`src/rtl/etomux_seq_driver_if.sv`:
```
// Byte-in / bit-out handshake bundle for the etomux sequencer,
// including the mux data/select/output wires.
interface etomux_seq_driver_if;
   logic       in_valid;
   logic       in_ready;
   logic [7:0] in_data;
   logic [7:0] mux_a;
   logic [2:0] mux_s;
   logic       mux_q;
   logic       out_bit;
   logic       out_valid;
   logic       out_ready;
   logic       out_last;
   logic       out_parity;

   modport master (
      output in_valid, in_data, mux_q, out_ready,
      input  in_ready, mux_a, mux_s,
      input  out_bit, out_valid, out_last, out_parity
   );

   modport slave (
      input  in_valid, in_data, mux_q, out_ready,
      output in_ready, mux_a, mux_s,
      output out_bit, out_valid, out_last, out_parity
   );
endinterface

```
`src/rtl/etomux_seq_driver.sv`:
```
// Byte serializer: holds a byte on the 8:1 mux inputs and walks the
// select, streaming each mux output bit with last flag and even parity.
module etomux_seq_driver #(
   parameter bit MSB_FIRST = 1'b0
) (
   input logic clk,
   input logic rst,
   etomux_seq_driver_if.slave bus
);

   localparam logic [0:0] IDLE = 1'b0;
   localparam logic [0:0] SEND = 1'b1;

   localparam logic [2:0] S_START = MSB_FIRST ? 3'd7 : 3'd0;

   logic [0:0] state;
   logic [2:0] cnt;
   logic       par;
   logic [7:0] a;
   logic [2:0] s;
   logic       in_fire;
   logic       out_fire;
   logic       at_last;

   assign at_last  = (cnt == 3'd7);
   assign in_fire  = bus.in_valid && bus.in_ready;
   assign out_fire = bus.out_valid && bus.out_ready;

   always_ff @(posedge clk) begin
      if (rst) begin
         state <= IDLE;
         a     <= 8'h00;
         s     <= 3'd0;
         cnt   <= 3'd0;
         par   <= 1'b0;
      end else begin
         case (state)
            IDLE: begin
               if (in_fire) begin
                  a     <= bus.in_data;
                  s     <= S_START;
                  cnt   <= 3'd0;
                  par   <= 1'b0;
                  state <= SEND;
               end
            end
            SEND: begin
               if (out_fire) begin
                  // a and s are left as-is on exit so the mux stays quiet
                  if (at_last) begin
                     state <= IDLE;
                  end else begin
                     cnt <= cnt + 3'd1;
                     s   <= MSB_FIRST ? s - 3'd1 : s + 3'd1;
                     par <= par ^ bus.mux_q;
                  end
               end
            end
            default: state <= IDLE;
         endcase
      end
   end

   // Handshake outputs are masked while reset is held
   assign bus.in_ready   = !rst && (state == IDLE);
   assign bus.out_valid  = !rst && (state == SEND);
   assign bus.out_last   = bus.out_valid && at_last;
   assign bus.out_parity = bus.out_last && (par ^ bus.mux_q);
   assign bus.out_bit    = bus.mux_q;
   assign bus.mux_a      = a;
   assign bus.mux_s      = s;

endmodule

```
`src/flat_wrapper.sv`:
```
// flat-port wrapper written by rule: the top's interface ports become plain ports
module etomux_seq_driver_flat 
#(
   parameter bit MSB_FIRST = 1'b0
)
  (clk, rst, bus_in_valid, bus_in_data, bus_mux_q, bus_out_ready, bus_in_ready, bus_mux_a, bus_mux_s, bus_out_bit, bus_out_valid, bus_out_last, bus_out_parity);
  etomux_seq_driver_if bus_i ();
  input logic clk;
  input logic rst;
  input wire logic [$bits(bus_i.in_valid)-1:0] bus_in_valid;
  input wire logic [$bits(bus_i.in_data)-1:0] bus_in_data;
  input wire logic [$bits(bus_i.mux_q)-1:0] bus_mux_q;
  input wire logic [$bits(bus_i.out_ready)-1:0] bus_out_ready;
  output wire logic [$bits(bus_i.in_ready)-1:0] bus_in_ready;
  output wire logic [$bits(bus_i.mux_a)-1:0] bus_mux_a;
  output wire logic [$bits(bus_i.mux_s)-1:0] bus_mux_s;
  output wire logic [$bits(bus_i.out_bit)-1:0] bus_out_bit;
  output wire logic [$bits(bus_i.out_valid)-1:0] bus_out_valid;
  output wire logic [$bits(bus_i.out_last)-1:0] bus_out_last;
  output wire logic [$bits(bus_i.out_parity)-1:0] bus_out_parity;
  assign bus_i.in_valid = bus_in_valid;
  assign bus_i.in_data = bus_in_data;
  assign bus_i.mux_q = bus_mux_q;
  assign bus_i.out_ready = bus_out_ready;
  assign bus_in_ready = bus_i.in_ready;
  assign bus_mux_a = bus_i.mux_a;
  assign bus_mux_s = bus_i.mux_s;
  assign bus_out_bit = bus_i.out_bit;
  assign bus_out_valid = bus_i.out_valid;
  assign bus_out_last = bus_i.out_last;
  assign bus_out_parity = bus_i.out_parity;
  etomux_seq_driver #(.MSB_FIRST(MSB_FIRST)) u_core (.clk(clk), .rst(rst), .bus(bus_i));
endmodule
```
`config.mk`:
```
export PLATFORM = sky130hd
export DESIGN_NAME = etomux_seq_driver_flat
export DESIGN_NICKNAME = d
export VERILOG_FILES = /design/src/rtl/etomux_seq_driver_if.sv /design/src/rtl/etomux_seq_driver.sv /design/src/flat_wrapper.sv
export SDC_FILE = /design/constraint.sdc
export NUM_CORES = 1
export LEC_CHECK = 0
export BUFFER_PORTS_ARGS = -buffer_cell sky130_fd_sc_hd__buf_4
export CAP_MARGIN = 20
export CORE_MARGIN = 1.5
export CORE_UTILIZATION = 45
export DETAILED_ROUTE_END_ITERATION = 12
export GPL_TIMING_DRIVEN = 0
export HOLD_SLACK_MARGIN = 0.1
export PLACE_DENSITY_LB_ADDON = 0.12
export SLEW_MARGIN = 20
export SYNTH_ARGS = -nofsm -noshare
export SYNTH_HDL_FRONTEND = slang
export SYNTH_SLANG_ARGS = --single-unit
```
`constraint.sdc`:
```
create_clock -name clk -period 1.7 [get_ports clk]
set_clock_uncertainty 0.05 [all_clocks]
set_input_delay 0.17 -clock clk [delete_from_list [all_inputs] [get_ports clk]]
set_output_delay 0.17 -clock clk [all_outputs]
set_load 0.005 [all_outputs]
```
### Word level (Yosys, flattened, before mapping)

Cells that the tools add are included.

| operators by class | value |
|---|---|
| add/sub/neg operators | 2 |
| multiply operators | 0 |
| div/mod/pow operators | 0 |
| $lt $le $gt $ge | 0 |
| equal/unequal tests | 4 |
| shift-type cells | 0 |
| mux-type cells | 15 |
| bitwise logic cells | 2 |
| reduce and logical (&&, ||, !) cells | 9 |

Operator list:

| kind | count |
|---|---|
| 3-bit two-way mux | 5 |
| 3-bit case mux with 2 select lines | 2 |
| 3-bit by 1-bit adder with 3-bit output (second input constant) | 2 |
| 1-bit logical AND | 6 |
| 1-bit two-way mux | 6 |
| 2-bit != test (second input constant) | 2 |
| 1-bit case mux with 2 select lines | 2 |
| 3-bit equality test (second input constant) | 1 |
| 3-bit AND reduction | 1 |
| 2-bit by 1-bit != test with 1-bit output (second input constant) | 1 |
| 2-bit AND reduction | 1 |
| 1-bit logical NOT | 1 |
| 1-bit NOT | 1 |
| 1-bit XOR | 1 |

| word-level totals | value |
|---|---|
| bits in registers | 16 |
| latch bits | 0 |
| RAM bits | 0 |
| bits in read-only memories | 0 |
| input bits | 13 |
| output and inout bits | 16 |
| logic and storage cells | 37 |
| memories kept | 0 |

### Logic depth before layout (Yosys ltp)

| depth | value |
|---|---|
| depth in word-level cells | 5 |
| mapped depth | 5 |
| depth with buffers taken out | 5 |

### Worst setup path after synthesis

No wires, ideal clock.

| timing path | value |
|---|---|
| path kind | reg-to-reg |
| from | reg u_core.cnt[0] |
| to | reg u_core.cnt[2] |
| data arrival time | 1120 ps |
| slack | 410 ps |
| cell stages (with the launch flop) | 6 |
| buffers on the path | 0 |
| clock period less this slack | 1290 ps |
| path through | dfxtp_1 > ha_1 > ha_1 > nand3b_1 > nand3_1 > a21oi_1 |

| on the way | value |
|---|---|
| word-level cells in the longest chain between the ends | 4 |

RTL lines:

| item | RTL line | RTL |
|---|---|---|
| from (decl) | etomux_seq_driver.sv:17 | `logic [2:0] cnt;` |
| from (signal assigned) | etomux_seq_driver.sv:53 | `cnt <= cnt + 3'd1;` |
| 3-bit by 1-bit adder with 3-bit output | etomux_seq_driver.sv:53 |  |
| 3-bit two-way mux | etomux_seq_driver.sv:50 | `if (at_last) begin` |
| 3-bit two-way mux | etomux_seq_driver.sv:48 | `if (out_fire) begin` |
| 3-bit case mux with 2 select lines | etomux_seq_driver.sv:37 | `case (state)` |

Parallel ways exist; a longest one is shown, timed or not. The select of a mux whose other input is x is not followed.
A chain may end at the register's enable or synchronous reset.

### Worst setup path after layout

| timing path | value |
|---|---|
| from | reg u_core.cnt[0] |
| to | out bus_out_parity |

| on the way | value |
|---|---|
| word-level cells in the longest chain between the ends | 3 |

RTL lines:

| item | RTL line | RTL |
|---|---|---|
| 3-bit equality test | etomux_seq_driver.sv:25 | `assign at_last = (cnt == 3'd7);` |
| 1-bit logical AND | etomux_seq_driver.sv:67 | `assign bus.out_last = bus.out_valid && at_last;` |
| 1-bit logical AND | etomux_seq_driver.sv:68 | `assign bus.out_parity = bus.out_last && (par ^ bus.mux_q);` |
| to (decl) | flat_wrapper.sv:20 | `output wire logic [$bits(bus_i.out_parity)-1:0] bus_out_parity;` |

No other way between the ends.

==> results.yml <==
outcome:
  outcome: "complete, no violations"
clocking:
  clockRootBuffer: "clkbuf_4"
  cts_setup_buffers: 0
  holdBufCountCts: 9
  clkSlewWorstSetupHoldPaths_ns: 0.09
  htree_num_levels: 1
  clockBufferDepth: 2
  clk_latency_ns: 0.28
  cts.sinks: 16
  numCtsBuffers: 3
  cts_resized: 0
  cts_tree: "done"
synthesis:
  ys_warn_count: 0
  synth_cell_type_count: 29
  syn_area_um2: 736
  yosysSeqAreaShare_pct: 43.5
  synth_cells: 84
  syn_nets: 100
  avgSynthCellArea_um2: 8.76
  ys_ff_latch: 16
detailed_routing:
  drt-initial-drc-count: 3
  drc: 0
  ant_nets: 0
  routed_via_density: 5.09
  vias: 712
  drt-pass1-iter-count: 2
  wl_per_cell_um: 12.1
  wirelength_um: 1700
placement:
  placed_cell_area_um2: 958
  preCtsSetupSlack_ns: 0.247
  io_buffers: 27
  place.gp.congestion: 0.788
  dp_cells: 127
setup_path:
  critPathSlowestCell: "dfxtp_1"
  worst-path-max-fanout: 8
  worst-path-buf-inv: 1
  critical_path_class: "reg2out"
  crit_path_end_kind: "output port"
  worstPathRequired_ns: 1.48
  critPathTopFamily: "adder cells"
  slowest_delay_ns: 0.33
  crit_path_start_kind: "register"
  crit_top_cell: "ha_1"
  worstPathCellList: "ha_1 -> ha_1 -> and3_1 -> buf_4"
  arrival_ns: 1.38
timing:
  finalCriticalPeriod_ns: 1.60
  tightest_slew_ns: 0.239
  finalSetupTns_ns: 0
  grt_setup_unrepaired: "false"
  setup_ws_ns: 0.0963
  fin_crit_sh_pct: 94.3
  hold_viol: 0
  slew-limit-headroom_pct: 84.0
  setup_viol: 0
  slew_violations: 0
  hold_ws_ns: 0.115
  max_freq_mhz: 624
floorplan:
  die_w_um: 43.4
  io_pins: 29
  coreArea_um2: 1520
  die_area_um2: 1890
  rows: 14
  start_util_pct: 48.3
  dieHeight_um: 43.4
grt:
  antenna_found_initial: 0
  overflow: 0
  grt_pass1_vias: 636
  grt_start_max_net_pins: 11
  grt_pass1_wl_um: 2710
  grt_use_total_pct: 19.3
layout:
  antenna_cells: 0
  drive_above_1_share_pct: 33.9
  mostFrequentLayoutCell: "buf_4"
  final_nets: 141
  layout_common_cells: "buf_4, nand2_1, dfxtp_1"
  fin_util_pct: 71.2
  fin_cells: 140
  syn2layout_area_growth_pct: 47.4
  stdcell_area_um2: 1080
power_and_ir_drop:
  powerDensity_nw_per_um2: 725
  p_total_uw: 787
  leakagePower_nw: 0.486
  peakVddDrop_mv: 0.513
run:
  cap_violations: 0
worst_hold_path:
  min_path_type: "in2reg"
[routing by layer]
layer / wire length, um / track usage [%]
met1: 724 / 24.4
met2: 867 / 31.9
met3: 91 / 4.58
met4: 13 / 7.27
met5: 0 / 0
[power breakdown]
part           leakage, nW  switching [mW]  internal (mW)
Combinational        0.334          0.0583         0.0795
Clock               0.0210           0.117          0.130
Sequential           0.131          0.0103          0.391
[flip-flops by register name, indices dropped and copies added (netlist names)]
register	cells
u_core.bus.mux_a	8
u_core.bus.mux_s	3
u_core.cnt	3
u_core.par	1
u_core.state	1
[worst reg2reg max path: stages (launching register included)]
cell,delay (ns)
dfxtp_1,0.33
ha_1,0.21
ha_1,0.27
nand3b_1,0.31
nand3_1,0.15
a21oi_1,0.07
[cells by family (layout without fill, tap and decap cells)]
group,Yosys count,after routing,synth area share (%)
AOI/OAI and AO/OA,18,18,14.6
and+or+nand+nor,39,39,28.4
xor gates and xnor gates,1,1,1.19
adders and majority gates,3,3,5.10
buffers and inverters,7,47,7.14
DFF,16,16,43.5
[synth_stat cells (all sizes together)]
library cell	count	share of area [%]
nand2	19	9.7
dfxtp	16	44
a21oi	14	11
buf	5	6.0
nand3	5	4.1
ha	3	5.1
nand2b	3	3.6
nand3b	2	2.0
nand4b	2	2.4
nor2	2	1.0
a311oi	1	1.2
a41oi	1	1.2
and2	1	0.85
and2b	1	1.0
and3	1	0.85
and3b	1	1.4
clkbuf	1	0.68
inv	1	0.51
nor2b	1	0.85
nor3	1	0.68
o21ai	1	0.68
o31ai	1	1.0
xor2	1	1.2
[cell type report]
class	instances	area [um2]
plain buffers	6	48.8
clock buffers	4	36.3
fillers	136	439
inverters	1	3.75
multi-input cells	61	363
flip-flops and latches	16	320
well taps	16	20.0
repair buffers	36	293
[worst paths after layout]
kind                       startpoint                  end  slack [ns]  cells past startpoint
setup / recovery        u_core.cnt[0]       bus_out_parity         0.1                      4
hold / removal                    rst  u_core.bus.mux_a[3]        0.11                      2
setup reg to reg        u_core.cnt[0]        u_core.cnt[1]        0.22                      5
hold reg to reg   u_core.bus.mux_a[0]  u_core.bus.mux_a[0]        0.41                      2
Power figures use the tool's default switching activity.
